$ cat config.mk
export PLATFORM = sky130hd
export DESIGN_NAME = proc_io_bridge
export DESIGN_NICKNAME = d
export VERILOG_FILES = /design/src/rtl/proc_io_bridge.sv
export SDC_FILE = /design/constraint.sdc
export NUM_CORES = 1
export LEC_CHECK = 0
export ABC_AREA = 1
export CORE_ASPECT_RATIO = 1.75
export CORE_MARGIN = 2
export CORE_UTILIZATION = 55
export CTS_CLUSTER_SIZE = 12
export DETAILED_ROUTE_END_ITERATION = 10
export PLACE_DENSITY = 0.8
export SLEW_MARGIN = 20
export SYNTH_ARGS = -nofsm -noshare
export SYNTH_HDL_FRONTEND = slang
export SYNTH_SLANG_ARGS = --single-unit
$ cat constraint.sdc
create_clock -name clk -period 3.14 [get_ports clk]
set_input_delay 0.785 -clock clk [delete_from_list [all_inputs] [get_ports clk]]
set_output_delay 0.785 -clock clk [all_outputs]
set_load 0.005 [all_outputs]
$ cat src/rtl/proc_io_bridge.sv
// Processor I/O bridge: producer-fed input FIFO with zero-latency head, one-hot output channel registers.
// Optional threshold interrupt (single pulse per upward level crossing) enabled by defining PROC_IO_ITR_EN.
module proc_io_bridge #(
    parameter int NUBITS = 32,
    parameter int NUIOOU = 2,
    parameter int DEPTH  = 8,
    parameter int ITHRES = 4
) (
    input  logic                       clk,
    input  logic                       rst,
    input  logic [NUBITS-1:0]          src_data,
    input  logic                       src_valid,
    output logic                       src_ready,
    output logic [NUBITS-1:0]          io_in,
    input  logic                       req_in,
    input  logic [NUBITS-1:0]          io_out,
    input  logic [NUIOOU-1:0]          out_en,
    output logic [NUIOOU*NUBITS-1:0]   dst_data,
    output logic [NUIOOU-1:0]          dst_valid,
    input  logic [NUIOOU-1:0]          dst_ready,
    output logic                       itr,
    output logic [$clog2(DEPTH):0]     level,
    output logic [1:0]                 err
);

    localparam int AW = $clog2(DEPTH);
    localparam int LW = AW + 1;

    logic [NUBITS-1:0] mem [DEPTH];
    logic [AW-1:0]     wr_ptr;
    logic [AW-1:0]     rd_ptr;
    logic [LW-1:0]     count;
    logic              empty;
    logic              push;
    logic              pop;
    logic              underflow;
    logic              overflow;

    assign empty     = (count == '0);
    assign src_ready = (count != LW'(DEPTH));
    assign push      = src_valid && src_ready;
    assign pop       = req_in && !empty;
    assign underflow = req_in && empty;
    assign overflow  = |(out_en & dst_valid & ~dst_ready);
    assign io_in     = empty ? '0 : mem[rd_ptr];
    assign level     = count;

    // Storage carries no reset; emptiness is tracked solely by count.
    always_ff @(posedge clk) begin
        if (push) begin
            mem[wr_ptr] <= src_data;
        end
    end

    always_ff @(posedge clk or posedge rst) begin
        if (rst) begin
            wr_ptr <= '0;
            rd_ptr <= '0;
            count  <= '0;
        end else begin
            if (push) begin
                wr_ptr <= wr_ptr + AW'(1);
            end
            if (pop) begin
                rd_ptr <= rd_ptr + AW'(1);
            end
            case ({push, pop})
                2'b10:   count <= count + LW'(1);
                2'b01:   count <= count - LW'(1);
                default: count <= count;
            endcase
        end
    end

    // A reload on the same edge as a handshake keeps the channel valid with the new word.
    always_ff @(posedge clk or posedge rst) begin
        if (rst) begin
            dst_data  <= '0;
            dst_valid <= '0;
        end else begin
            for (int k = 0; k < NUIOOU; k++) begin
                if (out_en[k]) begin
                    dst_data[k*NUBITS +: NUBITS] <= io_out;
                end
            end
            dst_valid <= out_en | (dst_valid & ~dst_ready);
        end
    end

    always_ff @(posedge clk or posedge rst) begin
        if (rst) begin
            err <= '0;
        end else begin
            err <= err | {overflow, underflow};
        end
    end

`ifdef PROC_IO_ITR_EN
    typedef enum logic [1:0] {
        ITR_IDLE  = 2'd0,
        ITR_ARMED = 2'd1,
        ITR_FIRE  = 2'd2,
        ITR_WAIT  = 2'd3
    } itr_state_t;

    itr_state_t state;
    itr_state_t state_nxt;
    logic       below;

    assign below = (count < LW'(ITHRES));

    always_ff @(posedge clk or posedge rst) begin
        if (rst) begin
            state <= ITR_IDLE;
        end else begin
            state <= state_nxt;
        end
    end

    always_comb begin
        state_nxt = state;
        case (state)
            ITR_IDLE:  if (below)  state_nxt = ITR_ARMED;
            ITR_ARMED: if (!below) state_nxt = ITR_FIRE;
            ITR_FIRE:              state_nxt = ITR_WAIT;
            ITR_WAIT:  if (below)  state_nxt = ITR_ARMED;
            default:               state_nxt = ITR_IDLE;
        endcase
    end

    always_comb begin
        itr = 1'b0;
        if (state == ITR_FIRE) begin
            itr = 1'b1;
        end
    end
`else
    assign itr = 1'b0;
`endif

endmodule

* Word level (Yosys, flattened, before mapping)
Memory sizes are Yosys's and may differ from the RTL's.
Cells that the tools add are included.
W data, S select, Z words.
** Storage, ports and cells
- Bits in registers :: 78
- Memory bits (writable) :: 256
- Output and inout port bits :: 106
- Memories :: 1
** Cells by class
- Add/subtract/negate cells :: 4
- Equality and inequality tests :: 3
- Mux-type cells :: 4
- Bitwise operators :: 6
- Reductions and logical operators :: 7
** Memories
- mem :: depth 8, bits a word 32, read ports 1, clocked after memory_dff 0, write ports 1, line 29 : logic [NUBITS-1:0] mem [DEPTH];
** Operator list (number)
- $mux W32 :: 1
- $pmux W4 S2 :: 1
- $add A3 B1 Y3 const B :: 2
- $and A2 B2 Y2 :: 3
- $add A4 B1 Y4 const B :: 1
- $logic_not A4 Y1 :: 1
- $ne A4 B4 Y1 const B :: 1
- $or A2 B2 Y2 :: 2
- $sub A4 B1 Y4 const B :: 1
- $logic_and A1 B1 Y1 :: 3
- $eq A2 B1 Y1 const B :: 1
- $eq A2 B2 Y1 const B :: 1
- $mux W1 :: 2
- $not A2 Y2 :: 1
- $reduce_bool A2 Y1 :: 1
- $reduce_or A2 Y1 :: 1
- $logic_not A1 Y1 :: 1

* Longest topological paths before layout
- Word-level depth :: 5
- Gate-level depth with buffers :: 13
- Depth with buffers taken out :: 13

* Least setup slack after synthesis
OpenSTA, ideal clock, no wires.
- Kind :: input-to-reg
- From :: input port src_valid
- To :: memory mem[0][0], enable pin
- Arrival time :: 2.574 ns
- Path slack :: 0.145 ns
- Stages :: 3
- Path buffers :: 0
- Path through :: nand2_1 > or2_2 > nor2_1
** Between the ends
- Cells in the longest elaborated chain, start to end :: 3
** RTL lines
- start: declaration :: line 12 : input logic src_valid,
- $logic_and A1 B1 Y1 :: line 41 : assign push = src_valid && src_ready;
- $mux W1 :: line 50 : if (push) begin
- $mux W1 (implied by the code) :: line 51 : mem[wr_ptr] <= src_data;
- end: declaration :: line 29
No other way between the ends.

* Final worst setup path
- From :: register rd_ptr[0]
- To :: output port io_in[8]
** Between the ends
- Cells in the longest elaborated chain, start to end :: 2
** RTL lines
- start: declaration :: line 31 : logic [AW-1:0] rd_ptr;
- start signal: assignment :: line 65 : rd_ptr <= rd_ptr + AW'(1);
- $mem_v2 Z8 W32
- $mux W32 :: line 45 : assign io_in = empty ? '0 : mem[rd_ptr];
- end: declaration :: line 14 : output logic [NUBITS-1:0] io_in,
No other way between the ends.

==> reports/results.txt <==
Path category of the worst min-delay check: reg -> reg
Clk_skew: 11.8 ps
Fin. Hold Viols: 0
WP data required: 2350 ps
Starting DRT DRC Count: 909
Cts bufs inserted: 31
Crit path largest cell delay: 510 ps
Vias in the first global route: 9421
Peak VDD IR: 522 uV
Post-Syn Area: 13200 sq um
Final worst slack: -71.3 ps
Yosys warns: 0
Layout cells sized above 1: 8.15%
Final Non-Filler Cells: 1646
Yosys cell types: 26
Startpoint types: flop
Clock root cell: clkbuf_16
Critical setup path kind: reg -> out
Port Buf Inserts: 176
Synthesized flop and latch total: 334
Chip width: 121 um
Slew Viols, Final: 0
GRT overflow: 0
Total Power: 0.0147 W
WL/cell: 19.5 um
Top-area cell type share of the netlist area: 58.3%
Clock slew at reported path FFs: 60 ps
Slowest stage cell, crit path: dfrtp_4
Depth of the CTS H-tree: 1
Total wire length: 32100 um
Row count: 75
Lkg Pwr: 6.52 nW
Initial core utilization: 55.6%
GR Util All Layers: 25.1%
Syn-to-layout area delta: 26.9%
Cell area power density: 880 nW/um^2
Mapped Cells: 1123
Vias per cell: 5.64
Synthesized Nets: 1200
Nets@finish: 1393
Syn Area/Cell: 11.7 sq um
Worst-Skew Late Latency: 550 ps
IO Pins: 178
Initial antenna violation count: 0
ANT cells: 0
CTS Buffer Depth: 3
DRC: 0
Critical path endpoint category: primary output
Status: finished with violations
Fin crit share: 102%
Max frequency: 311 MHz
Tmin final: 3210 ps
Final HPWL DP: 17700 um
Sequential area share after synthesis: 73.1%
CP arrival: 2430 ps
Max-Cap Viols: 0
Synth top area cells: edfxtp_1 58%, dfrtp_1 15%, nand2_1 7.2%
RSZ-0062 raised after global routing: true
Vias: 9287
Drt pass-1 iters: 5
Bufs and invs on worst path: 4
Die footprint: 25300 sq um
CP max FO: 36
Routability Congestion: 0.798
Cells along the critical path: buf_12, clkinv_8, buf_12, o21ai_0, o22ai_1, nor2_1, nor2_1, clkdlybuf4s50_1
Placed Cells incl. Taps: 1569
# setup viols final: 2
Cell family with most CP delay: buffers and inverters
Remaining antenna violation count: 0
Failing checks: negative setup slack
Largest area contributor in the netlist: edfxtp_1
Clock sinks: 334
Maximum number of pins on one net before global-route repair: 79
First-pass GRT wire length: 49000 um
CTS tree: built
Core area: 23700 sq um
Die H: 209 um
-- Yosys cell counts --
| cell | count |
|---|---|
| edfxtp_1 | 256 |
| nand2_1 | 254 |
| nor2_1 | 236 |
| o21ai_0 | 128 |
| dfrtp_1 | 78 |
| o211ai_1 | 32 |
| o22ai_1 | 32 |
| clkbuf_1 | 30 |
| inv_1 | 14 |
| buf_6 | 13 |
| buf_2 | 11 |
| clkbuf_2 | 5 |
| ha_1 | 5 |
| o21ai_1 | 5 |
| buf_4 | 4 |
| nand3_1 | 4 |
| buf_1 | 3 |
| xnor2_1 | 3 |
| xor2_1 | 3 |
| a21oi_1 | 1 |
| a31o_2 | 1 |
| a31oi_1 | 1 |
| clkinv_1 | 1 |
| conb_1 | 1 |
| inv_2 | 1 |
| or2_2 | 1 |
-- flip-flops by register name, indices dropped and copies added (netlist names) --
name       flops
err            2
dst_data      64
mem          256
rd_ptr         3
dst_valid      2
level          4
wr_ptr         3
-- metrics by stage --
step	hold slack (ps)	util [%]	area, sq um	worst slack [ps]	setup TNS, ps
floorplan	465	-	13200	145	0
global placement	453	65.0	15400	350	0
detailed placement	457	65.0	15400	338	0
CTS	473	69.5	16500	-96.1	-1240
global route	492	70.5	16700	-198	-678
finish	469	70.5	16700	-71.3	-135
-- per-layer routing --
metal / GRT usage (%) / part of all wire, % / vias to the layer above
met5: 0 / 0 / -
met4: 11.1 / 3.5 / 0
met3: 6.28 / 9.3 / 88
met2: 44.1 / 52 / 447
met1: 28.5 / 35 / 4501
li1: - / - / 4251
-- kinds of logic (layout without fill, tap and decap cells) --
group           after synthesis  count (layout)  synth area share (%)
xor+xnor                      6               6                 0.398
buf+inv                      82             297                  3.34
fa+ha+maj                     5               5                 0.474
flops                       334             334                  73.1
simple gates                495             495                  14.1
other cells                   1               1                0.0284
compound gates              200             200                  8.54
-- area by class of cell --
cell class | count | area (sq um)
flip-flops and latches | 334 | 9650
clock buffers | 55 | 876
repair buffers | 226 | 2560
multi-input cells | 707 | 3200
inverters | 16 | 72.6
well taps | 308 | 385
fillers | 1532 | 7000
-- placed cells by master, fill, tap and decap left out, types with 3 or more instances in the layout --
| cell | instances |
|---|---|
| buf_12 | 17 |
| buf_16 | 5 |
| buf_4 | 17 |
| buf_6 | 6 |
| clkbuf_1 | 23 |
| clkbuf_16 | 34 |
| clkdlybuf4s50_1 | 146 |
| dfrtp_1 | 75 |
| dlygate4sd2_1 | 12 |
| dlymetal6s2s_1 | 16 |
| edfxtp_1 | 256 |
| ha_1 | 5 |
| inv_1 | 13 |
| nand2_1 | 254 |
| nand3_1 | 4 |
| nor2_1 | 217 |
| nor2_2 | 11 |
| nor2_4 | 8 |
| o211ai_1 | 32 |
| o21ai_0 | 122 |
| o21ai_1 | 10 |
| o22ai_1 | 32 |
| xnor2_1 | 3 |
| xor2_1 | 3 |
-- power by group --
group | leakage (nW) | internal [W] | total (W) | switching (W)
clock network | 0.416 | 0.00186 | 0.00335 | 0.00149
registers | 3.26 | 0.00544 | 0.00571 | 0.000272
logic | 2.85 | 0.00247 | 0.00567 | 0.00320
total | 6.52 | 0.00977 | 0.0147 | 0.00496
-- what timing repair did --
item	CTS	global route
gates resized for setup	32	38
endpoints found under the setup margin	32	20
setup buffers	5	11
hold endpoints to repair	0	0
hold buffers	0	0
cloned	4	3
pin swaps	3	13
-- worst register-to-register path, cell delays in order, from the launching register on --
cell and delay, ps:
dfrtp_1 440, nor2_1 230, nand2_1 130, buf_12 210, nand2_1 160, inv_1 140
ha_1 250, nor2_1 110, nor2_1 70, ha_1 180, a21oi_1 180, xor2_1 160
o21ai_0 80
-- final timing paths --
check	start	end	slack (ps)	cells past startpoint
worst max-delay path	rd_ptr[0]	io_in[8]	-70	8
worst min-delay path	dst_data[15]	dst_data[15]	470	2
worst max register to register	level[0]	level[2]	680	12
worst min register to register	dst_data[15]	dst_data[15]	470	2
max in group asynchronous	rst	rd_ptr[0]	2150	3
min in group asynchronous	rst	dst_data[45]	630	3
(Power assumes the default switching activity.)
